## src/rtl/serial_adder.sv

```systemverilog
// ============================================================================
// Module      : serial_adder
// Description : Bit-serial LSB-first ripple adder, one sum bit per clock.
//               Define SERIAL_ADDER_OVF_EN to build the signed-overflow flag.
// Revision    : 1.0 - initial release
// ============================================================================
`default_nettype none

module serial_adder #(
    parameter int WIDTH = 8
) (
    input  logic             CLK,
    input  logic             RST_N,
    input  logic             start,
    input  logic [WIDTH-1:0] a,
    input  logic [WIDTH-1:0] b,
    input  logic             cin,
    output logic             busy,
    output logic             done,
    output logic [WIDTH-1:0] sum,
    output logic             cout,
    output logic             ovf
);

    localparam int                 c_CNT_W = $clog2(WIDTH) + 1;
    localparam logic [c_CNT_W-1:0] c_LAST  = c_CNT_W'(WIDTH - 1);

    typedef enum logic [1:0] {
        IDLE = 2'd0,
        RUN  = 2'd1,
        DONE = 2'd2
    } state_t;

    state_t             state_q, state_d;
    logic [WIDTH-1:0]   a_q, a_d;
    logic [WIDTH-1:0]   b_q, b_d;
    logic               carry_q, carry_d;
    logic [c_CNT_W-1:0] cnt_q, cnt_d;
    logic [WIDTH-1:0]   sum_q, sum_d;
    logic               cout_q, cout_d;

    logic               w_s;
    logic               w_c_next;
    logic [WIDTH-1:0]   w_a_shift;

    assign w_s      = a_q[0] ^ b_q[0] ^ carry_q;
    assign w_c_next = (a_q[0] & b_q[0]) | (a_q[0] & carry_q) | (b_q[0] & carry_q);

    // Sum bits enter at the MSB while consumed operand-A bits leave the LSB,
    // so after WIDTH shifts this register holds the complete result.
    generate
        if (WIDTH == 1) begin : g_shift_w1
            assign w_a_shift = w_s;
        end else begin : g_shift_wn
            assign w_a_shift = {w_s, a_q[WIDTH-1:1]};
        end
    endgenerate

`ifdef SERIAL_ADDER_OVF_EN
    logic ovf_q, ovf_d;
`endif

    always_ff @(posedge CLK or negedge RST_N) begin
        if (!RST_N) begin
            state_q <= IDLE;
            a_q     <= '0;
            b_q     <= '0;
            carry_q <= 1'b0;
            cnt_q   <= '0;
            sum_q   <= '0;
            cout_q  <= 1'b0;
`ifdef SERIAL_ADDER_OVF_EN
            ovf_q   <= 1'b0;
`endif
        end else begin
            state_q <= state_d;
            a_q     <= a_d;
            b_q     <= b_d;
            carry_q <= carry_d;
            cnt_q   <= cnt_d;
            sum_q   <= sum_d;
            cout_q  <= cout_d;
`ifdef SERIAL_ADDER_OVF_EN
            ovf_q   <= ovf_d;
`endif
        end
    end

    always_comb begin
        state_d = state_q;
        a_d     = a_q;
        b_d     = b_q;
        carry_d = carry_q;
        cnt_d   = cnt_q;
        sum_d   = sum_q;
        cout_d  = cout_q;
`ifdef SERIAL_ADDER_OVF_EN
        ovf_d   = ovf_q;
`endif
        case (state_q)
            IDLE: begin
                if (start) begin
                    a_d     = a;
                    b_d     = b;
                    carry_d = cin;
                    cnt_d   = '0;
                    state_d = RUN;
                end
            end
            RUN: begin
                a_d     = w_a_shift;
                b_d     = b_q >> 1;
                carry_d = w_c_next;
                cnt_d   = cnt_q + 1'b1;
                if (cnt_q == c_LAST) begin
                    state_d = DONE;
                    sum_d   = w_a_shift;
                    cout_d  = w_c_next;
`ifdef SERIAL_ADDER_OVF_EN
                    // carry_q is the carry into the MSB on this last step
                    ovf_d   = carry_q ^ w_c_next;
`endif
                end
            end
            DONE: begin
                state_d = IDLE;
            end
            default: begin
                state_d = IDLE;
            end
        endcase
    end

    assign busy = (state_q == RUN);
    assign done = (state_q == DONE);
    assign sum  = sum_q;
    assign cout = cout_q;
`ifdef SERIAL_ADDER_OVF_EN
    assign ovf  = ovf_q;
`else
    assign ovf  = 1'b0;
`endif

endmodule

`default_nettype wire

```

## config.mk

```make
export PLATFORM = sky130hd
export DESIGN_NAME = serial_adder
export DESIGN_NICKNAME = d
export VERILOG_FILES = /design/src/rtl/serial_adder.sv
export SDC_FILE = /design/constraint.sdc
export NUM_CORES = 1
export LEC_CHECK = 0
export ABC_AREA = 0
export CAP_MARGIN = 5
export CORE_ASPECT_RATIO = 1.5
export CORE_MARGIN = 1.5
export CORE_UTILIZATION = 40
export DETAILED_ROUTE_END_ITERATION = 6
export GPL_TIMING_DRIVEN = 0
export PLACE_DENSITY_LB_ADDON = 0.12
export SLEW_MARGIN = 5
export SYNTH_ARGS = -nofsm -noshare
export SYNTH_HDL_FRONTEND = slang
export SYNTH_SLANG_ARGS = --single-unit
```

## constraint.sdc

```tcl
create_clock -name CLK -period 2.9 [get_ports CLK]
set_input_delay 0.58 -clock CLK [delete_from_list [all_inputs] [get_ports CLK]]
set_output_delay 0.58 -clock CLK [all_outputs]
set_load 0.01 [all_outputs]
```

**After elaboration in Yosys (flattened, before gate mapping)**

Cells that the tools add are included.

- Register bits: 32
- Logic and storage cells: 36
- Output and inout port bits: 12
- Input port bits: 20

- Muxes and demuxes: 11
- Equality and inequality tests: 5
- Bitwise gates (word level): 7
- Add/sub/neg operators: 1
- Reductions and logical operators: 5

Operators by type and width:

| kind | number |
|---|---|
| 8-bit case mux with 2 select lines | 2 |
| 8-bit 2-to-1 mux | 2 |
| 4-bit case mux with 2 select lines | 1 |
| 2-bit AND reduction | 3 |
| 4-bit by 1-bit adder with 4-bit output, second input constant | 1 |
| 4-bit by 3-bit equality test with 1-bit output, second input constant | 1 |
| 2-bit 2-to-1 mux | 2 |
| 4-bit 2-to-1 mux | 1 |
| 2-bit case mux with 2 select lines | 1 |
| 1-bit AND | 3 |
| 2-bit by 1-bit equality test with 1-bit output, second input constant | 1 |
| 2-bit equality test, second input constant | 1 |
| 2-bit logical NOT | 1 |
| 2-bit by 1-bit != test with 1-bit output, second input constant | 1 |
| 2-bit != test, second input constant | 1 |
| 1-bit OR | 2 |
| 1-bit case mux with 2 select lines | 1 |
| 2-bit nonzero test | 1 |
| 1-bit XOR | 2 |
| 1-bit 2-to-1 mux | 1 |

**Longest topological paths before layout**

Gate-level depths: netlist (run 1).

- Depth in word-level cells: 4
- Gate-level depth with buffers: 5
- Mapped depth without buffers: 4

**Worst setup path before layout (run 1)**

OpenSTA, ideal clock, no wires.

- Path type: reg-to-output
- From: register state_q[0]
- To: output port done
- Cell stages (with the launch flop): 4
- Path buffers: 2
- Data required time: 2.320 ns
- Arrival: 0.855 ns
- Slack: 1.465 ns
- Cells stage by stage: dfrtp_1 buf_4 clkbuf_1 nor2_1

- Cells in the longest elaborated chain, start to end: 1

Ends and longest elaborated chain:

| element | RTL line | source |
|---|---|---|
| start, declared | 34 | `state_t state_q, state_d;` |
| start signal, assigned | 76 | `state_q <= state_d;` |
| 2-bit equality test | 135 | `assign done = (state_q == DONE);` |
| end, declared | 19 | `output logic done,` |

No other way between the ends.

**Final worst setup path (run 1)**

- From: register state_q[1]
- To: output port done

Same word-level chain as after synthesis.

==> flow_summary.ini, run 1 <==
[worst_hold_path]
min_path_type = in2async

[critical_path]
slowest_stage = clkdlybuf4s50_1
critPathKind = reg2out
startpoint_type = register
critical_path_buf_inv_count = 3
worstSetupStartpoint = state_q[1]
reg2reg_slack_ns = 1.24
slowest_delay_ns = 0.55
worstPathCellList = clkbuf_1, inv_1, nor2_1, clkdlybuf4s50_1
crit-reg2reg-launch = cnt_q[0]
crit_fanout = 10
worst_ep_arrival_time_ns = 1.75
end_kind = output port
required_ns = 2.32
critPathTopFamily = buffers and inverters
reg2regPathDepth = 4
regToRegEndpoint = sum[0]

[synthesis]
synth_top_area_cell = dfrtp_1
yosysMostFrequentCell = dfrtp_1
ys_warn_count = 0
yosys-top-cells-area = dfrtp_1 57%, a22oi_1 7.0%, o21ai_0 6.1%
synth_commonest_cells = 32 x dfrtp_1, 19 x nand2_1, 17 x o21ai_0, 13 x a22oi_1, 6 x mux2_2
syn_inst = 125
synth_seq_cells = 32
synth-edff-count = 0
synth_nets = 147
syn-cell-area_sq_um = 1400
syn_avg_cell_area_sq_um = 11.2
yosysUniqueCellTypes = 26
synth_top_area_share = 0.572
synth_top_flop_cell = dfrtp_1
synth-async-reset-ratio = 1.00
ys_seq_area_frac = 0.572

[placement]
portBuffers = 30
pre_cts_ws_ns = 0.768
dp_hpwl_um = 2020
place_congestion = 0.793
postPlaceCellArea_sq_um = 1750

[power_and_ir_drop]
peakVddDrop_uv = 583
p_leak_nw = 0.791
powerDensity_nw_per_um2 = 1040
finalPower_mw = 1.91

[timing]
final_max_slew_viol_count = 0
setup_viol = 0
grt_setup_unrepaired = no
fin_ws_ns = 0.567
tightest_slew_ns = 0.712
period_share = 0.804
hold_viol_final = 0
fin_crit_ns = 2.33
fin_setup_tns_ns = 0
slew_headroom = 0.525
fmax_mhz = 429
finClkSkew_ns = 0.00534

[clock_tree]
clkSlewWorstSetupHoldPaths_ns = 0.07
cts_max_path_buffers = 2
cts_buffers = 5
cts_resized = 0
cts_tree = yes
htreeDepth = 2
ctsHoldBuffers = 0
cts_sinks = 32
worstSkewPairLatency_ns = 0.29
root_buffer = clkbuf_8
cts_setup_buffers = 0

[floorplan]
die_x_um = 51.3
ioPinCount = 32
die_y_um = 75.5
rows = 26
core_area_sq_um = 3380
dieArea_sq_um = 3870
initial_utilization = 0.414

[route]
dr.pass1.iters = 4
vias_per_cell = 5.26
vias = 1078
ant_nets = 0
wl_per_cell_um = 14.6
first_iter_violations = 45
routed_wl_um = 2990
drc = 0

[global_routing]
grt_overflow = 0
grt_pass1_vias = 1072
track_usage = 0.182
antenna_found_initial = 0
grt_max_degree = 33
grt_pass1_wl_um = 5000

[cells_and_area]
regArea_sq_um = 801
drive_gt1_frac = 0.135
insertedDiodeCount = 0
nNetsFinal = 184
n_fill_cell = 330
postLayoutCoreUtil = 0.544
syn2layout_area_growth_pct = 31.5
final_area_sq_um = 1840
multi_input_area_sq_um = 547

[run_status]
status = complete, no violations

[run]
cap_viol_max_count = 0
-- metrics by stage --
step	hold slack, ns	cells
final	0.333	205
after global routing	0.395	205
after CTS	0.364	205
after detailed placement	0.472	197
after global placement	0.465	197
after floorplan	0.284	125
-- final cells by class --
cell class | instances | share of cell area
Buffer | 9 | 0.0245
Clock buffer | 6 | 0.0449
Clock inverter | 2 | 0.00544
Inverter | 2 | 0.00408
Multi-Input combinational cell | 82 | 0.297
Sequential cell | 32 | 0.435
Tap cell | 42 | 0.0286
Timing Repair Buffer | 30 | 0.160
-- layout by cell type (no fill, tap or decap) --
cell type	n
clkdlybuf4s50_1	29
nand2b_2	1
o21bai_1	1
buf_2	4
a21oi_1	4
nor3_4	1
mux2i_1	1
a32o_1	1
a22o_1	2
o311ai_0	1
nand3_1	2
clkbuf_1	4
mux2_2	6
nor2b_1	1
ha_1	1
nand2_1	19
nand2b_1	1
a22oi_1	13
buf_4	2
nor2_1	2
clkinv_2	2
fa_1	1
inv_1	2
o21ai_0	17
dfrtp_1	32
clkbuf_8	6
and3b_1	3
mux2_1	3
conb_1	1
-- cells by family (layout without fill, tap and decap cells) --
| logic type | after synthesis | in the layout | synth area share |
|---|---|---|---|
| compound gates | 39 | 39 | 0.176 |
| flops | 32 | 32 | 0.572 |
| simple gates | 30 | 30 | 0.109 |
| buf+inv | 11 | 49 | 0.0375 |
| mux | 10 | 10 | 0.0795 |
| fa+ha+maj | 2 | 2 | 0.0232 |
| other cells | 1 | 1 | 0.00268 |
-- worst max-delay path by stage --
stage	slack (ns)	endpoint	cells after the start
final	0.57	done	4
after global routing	0.42	done	4
after CTS	0.54	done	4
after detailed placement	0.77	a_q[0]	5
after global placement	0.61	sum[0]	1
after floorplan	1.47	done	3
-- flip-flops by register name, indices dropped and copies added, names as in the netlist --
name	flops
carry_q	1
cout	1
sum	8
state_q	2
a_q	8
cnt_q	4
b_q	8
-- layer usage --
layer,vias up,GRT usage,share of wire
met1,519,0.221,0.42
met4,0,0.108,0.020
li1,517,-,-
met5,-,0,0
met3,6,0.0588,0.062
met2,36,0.286,0.50
-- report_power, final --
part | total (mW) | switching [mW] | internal [mW]
Sequential | 0.771 | 0.124 | 0.648
Combinational | 0.777 | 0.379 | 0.398
Clock | 0.362 | 0.173 | 0.189
Total | 1.91 | 0.675 | 1.23
No activity file was read; power rests on OpenSTA's default activity.
==> inputs of run 2 (changes only) <==
==> constraint.sdc (replaced) <==
create_clock -name CLK -period 2.15 [get_ports CLK]
set_input_delay 0.43 -clock CLK [delete_from_list [all_inputs] [get_ports CLK]]
set_output_delay 0.43 -clock CLK [all_outputs]
set_load 0.01 [all_outputs]
==> run 2 against run 1 <==
Against the previous run: global-route usage is 0.29 points lower; sequential cell count stayed put; worst setup slack worse by 0.43 ns; clock-buffer cell count did not move; wire length decreased by 0.23%; first-iteration DRC count down 31%; final cell count down 0.49%; clock power rose by 35%; critical path type unchanged.
==> flow_summary.ini, run 2 (synthesis gave the netlist of run 1 again) <==
[timing]
final_max_slew_viol_count = 0
setup_viol = 0
finClkSkew_ns = 0.00578
grt_setup_unrepaired = no
fin_setup_tns_ns = 0
fin_crit_ns = 2.01
hold_viol_final = 0
fmax_mhz = 498
period_share = 0.935
slew_headroom = 0.514
tightest_slew_ns = 0.729

[clock_tree]
cts_max_path_buffers = 2
ctsHoldBuffers = 0
cts_sinks = 32
cts_buffers = 5
cts_setup_buffers = 0
cts_resized = 1
htreeDepth = 2
clkSlewWorstSetupHoldPaths_ns = 0.07
worstSkewPairLatency_ns = 0.29
root_buffer = clkbuf_8
cts_tree = yes

[power_and_ir_drop]
p_leak_nw = 0.793
finalPower_mw = 2.57
peakVddDrop_uv = 809
power_frac_clock = 0.190
p_sw_mw = 0.907
swShare = 0.353
p_int_mw = 1.66
seq_power_share = 0.405
combPwrFrac = 0.406
powerDensity_nw_per_um2 = 1400

[route]
ant_nets = 0
routed_wl_um = 2980
drc = 0
dr.pass1.iters = 4
wl_per_cell_um = 14.6
first_iter_violations = 31
vias_per_cell = 5.27
vias = 1076

[critical_path]
crit-reg2reg-launch = cnt_q[0]
startpoint_type = register
required_ns = 1.72
crit_fanout = 10
end_kind = output port
worst_ep_arrival_time_ns = 1.58
critPathKind = reg2out
reg2reg_slack_ns = 0.48
worstSetupStartpoint = state_q[1]

[global_routing]
track_usage = 0.179
antenna_found_initial = 0
grt_pass1_vias = 1056
grt_overflow = 0
grt_max_degree = 33
grt_pass1_wl_um = 4940

[placement]
place_congestion = 0.793
dp_hpwl_um = 2020
portBuffers = 30

[floorplan]
rows = 26
core_area_sq_um = 3380
die_y_um = 75.5
ioPinCount = 32
initial_utilization = 0.414
dieArea_sq_um = 3870
die_x_um = 51.3

[worst_hold_path]
min_path_type = in2async

[cells_and_area]
syn2layout_area_growth_pct = 31.3
insertedDiodeCount = 0
layout_commonest_cell = dfrtp_1
final_cell_mix = 32 x dfrtp_1, 29 x clkdlybuf4s50_1, 19 x nand2_1
nNetsFinal = 183
drive_gt1_frac = 0.142

[run_status]
status = complete, no violations

[run]
cap_viol_max_count = 0
[run 2: changes by cell type in the layout (fill, tap and decap cells not counted)]
cell,before,now
clkbuf_1,4,2
clkbuf_2,0,1
[run 2: worst paths after layout]
kind,endpoint,depth (start not counted)
worst max-delay path,done,4
worst min register to register,sum[6],1
max in group asynchronous,sum[0],1
min in group CLK,sum[6],1
worst max register to register,sum[0],4
worst min-delay path,cnt_q[2],1
[run 2: power by group through the flow]
stage	combinational (mW)	sequential [mW]	clock [mW]
detailed placement	1.07	1.05	0
CTS	1.06	1.04	0.500
floorplan	0.641	1.06	0
finish	1.04	1.04	0.487
global placement	1.04	1.04	0
global route	1.17	1.08	0.524
[run 2: final cells by class]
class	count	area [sq um]
flip-flops and latches	32	801
multi-input cells	82	547
clock buffers	6	82.6
plain buffers	8	42.5
fillers	331	1550
repair buffers	30	295
clock inverters	2	10.0
inverters	2	7.51
well taps	42	52.6
[run 2: metrics by stage]
stage	cells	util	setup slack (ns)	hold slack, ns	area, sq um
global placement	197	0.518	0.0108	0.465	1750
CTS	204	0.543	0.128	0.214	1840
detailed placement	197	0.517	0.168	0.472	1750
global route	204	0.543	0.0285	0.245	1840
floorplan	125	-	0.717	0.134	1400
finish	204	0.543	0.140	0.194	1840
[run 2: critical path, cell delays in order (launching register included)]
cell and delay [ns]:
dfrtp_1 0.34, clkbuf_2 0.22, inv_1 0.08, nor2_1 0.11, clkdlybuf4s50_1 0.54
[run 2: metal layers]
metal	GRT usage	routed length (um)
met2	0.284	1430
met5	0	0
met3	0.0588	175
met4	0.102	82
met1	0.215	1290
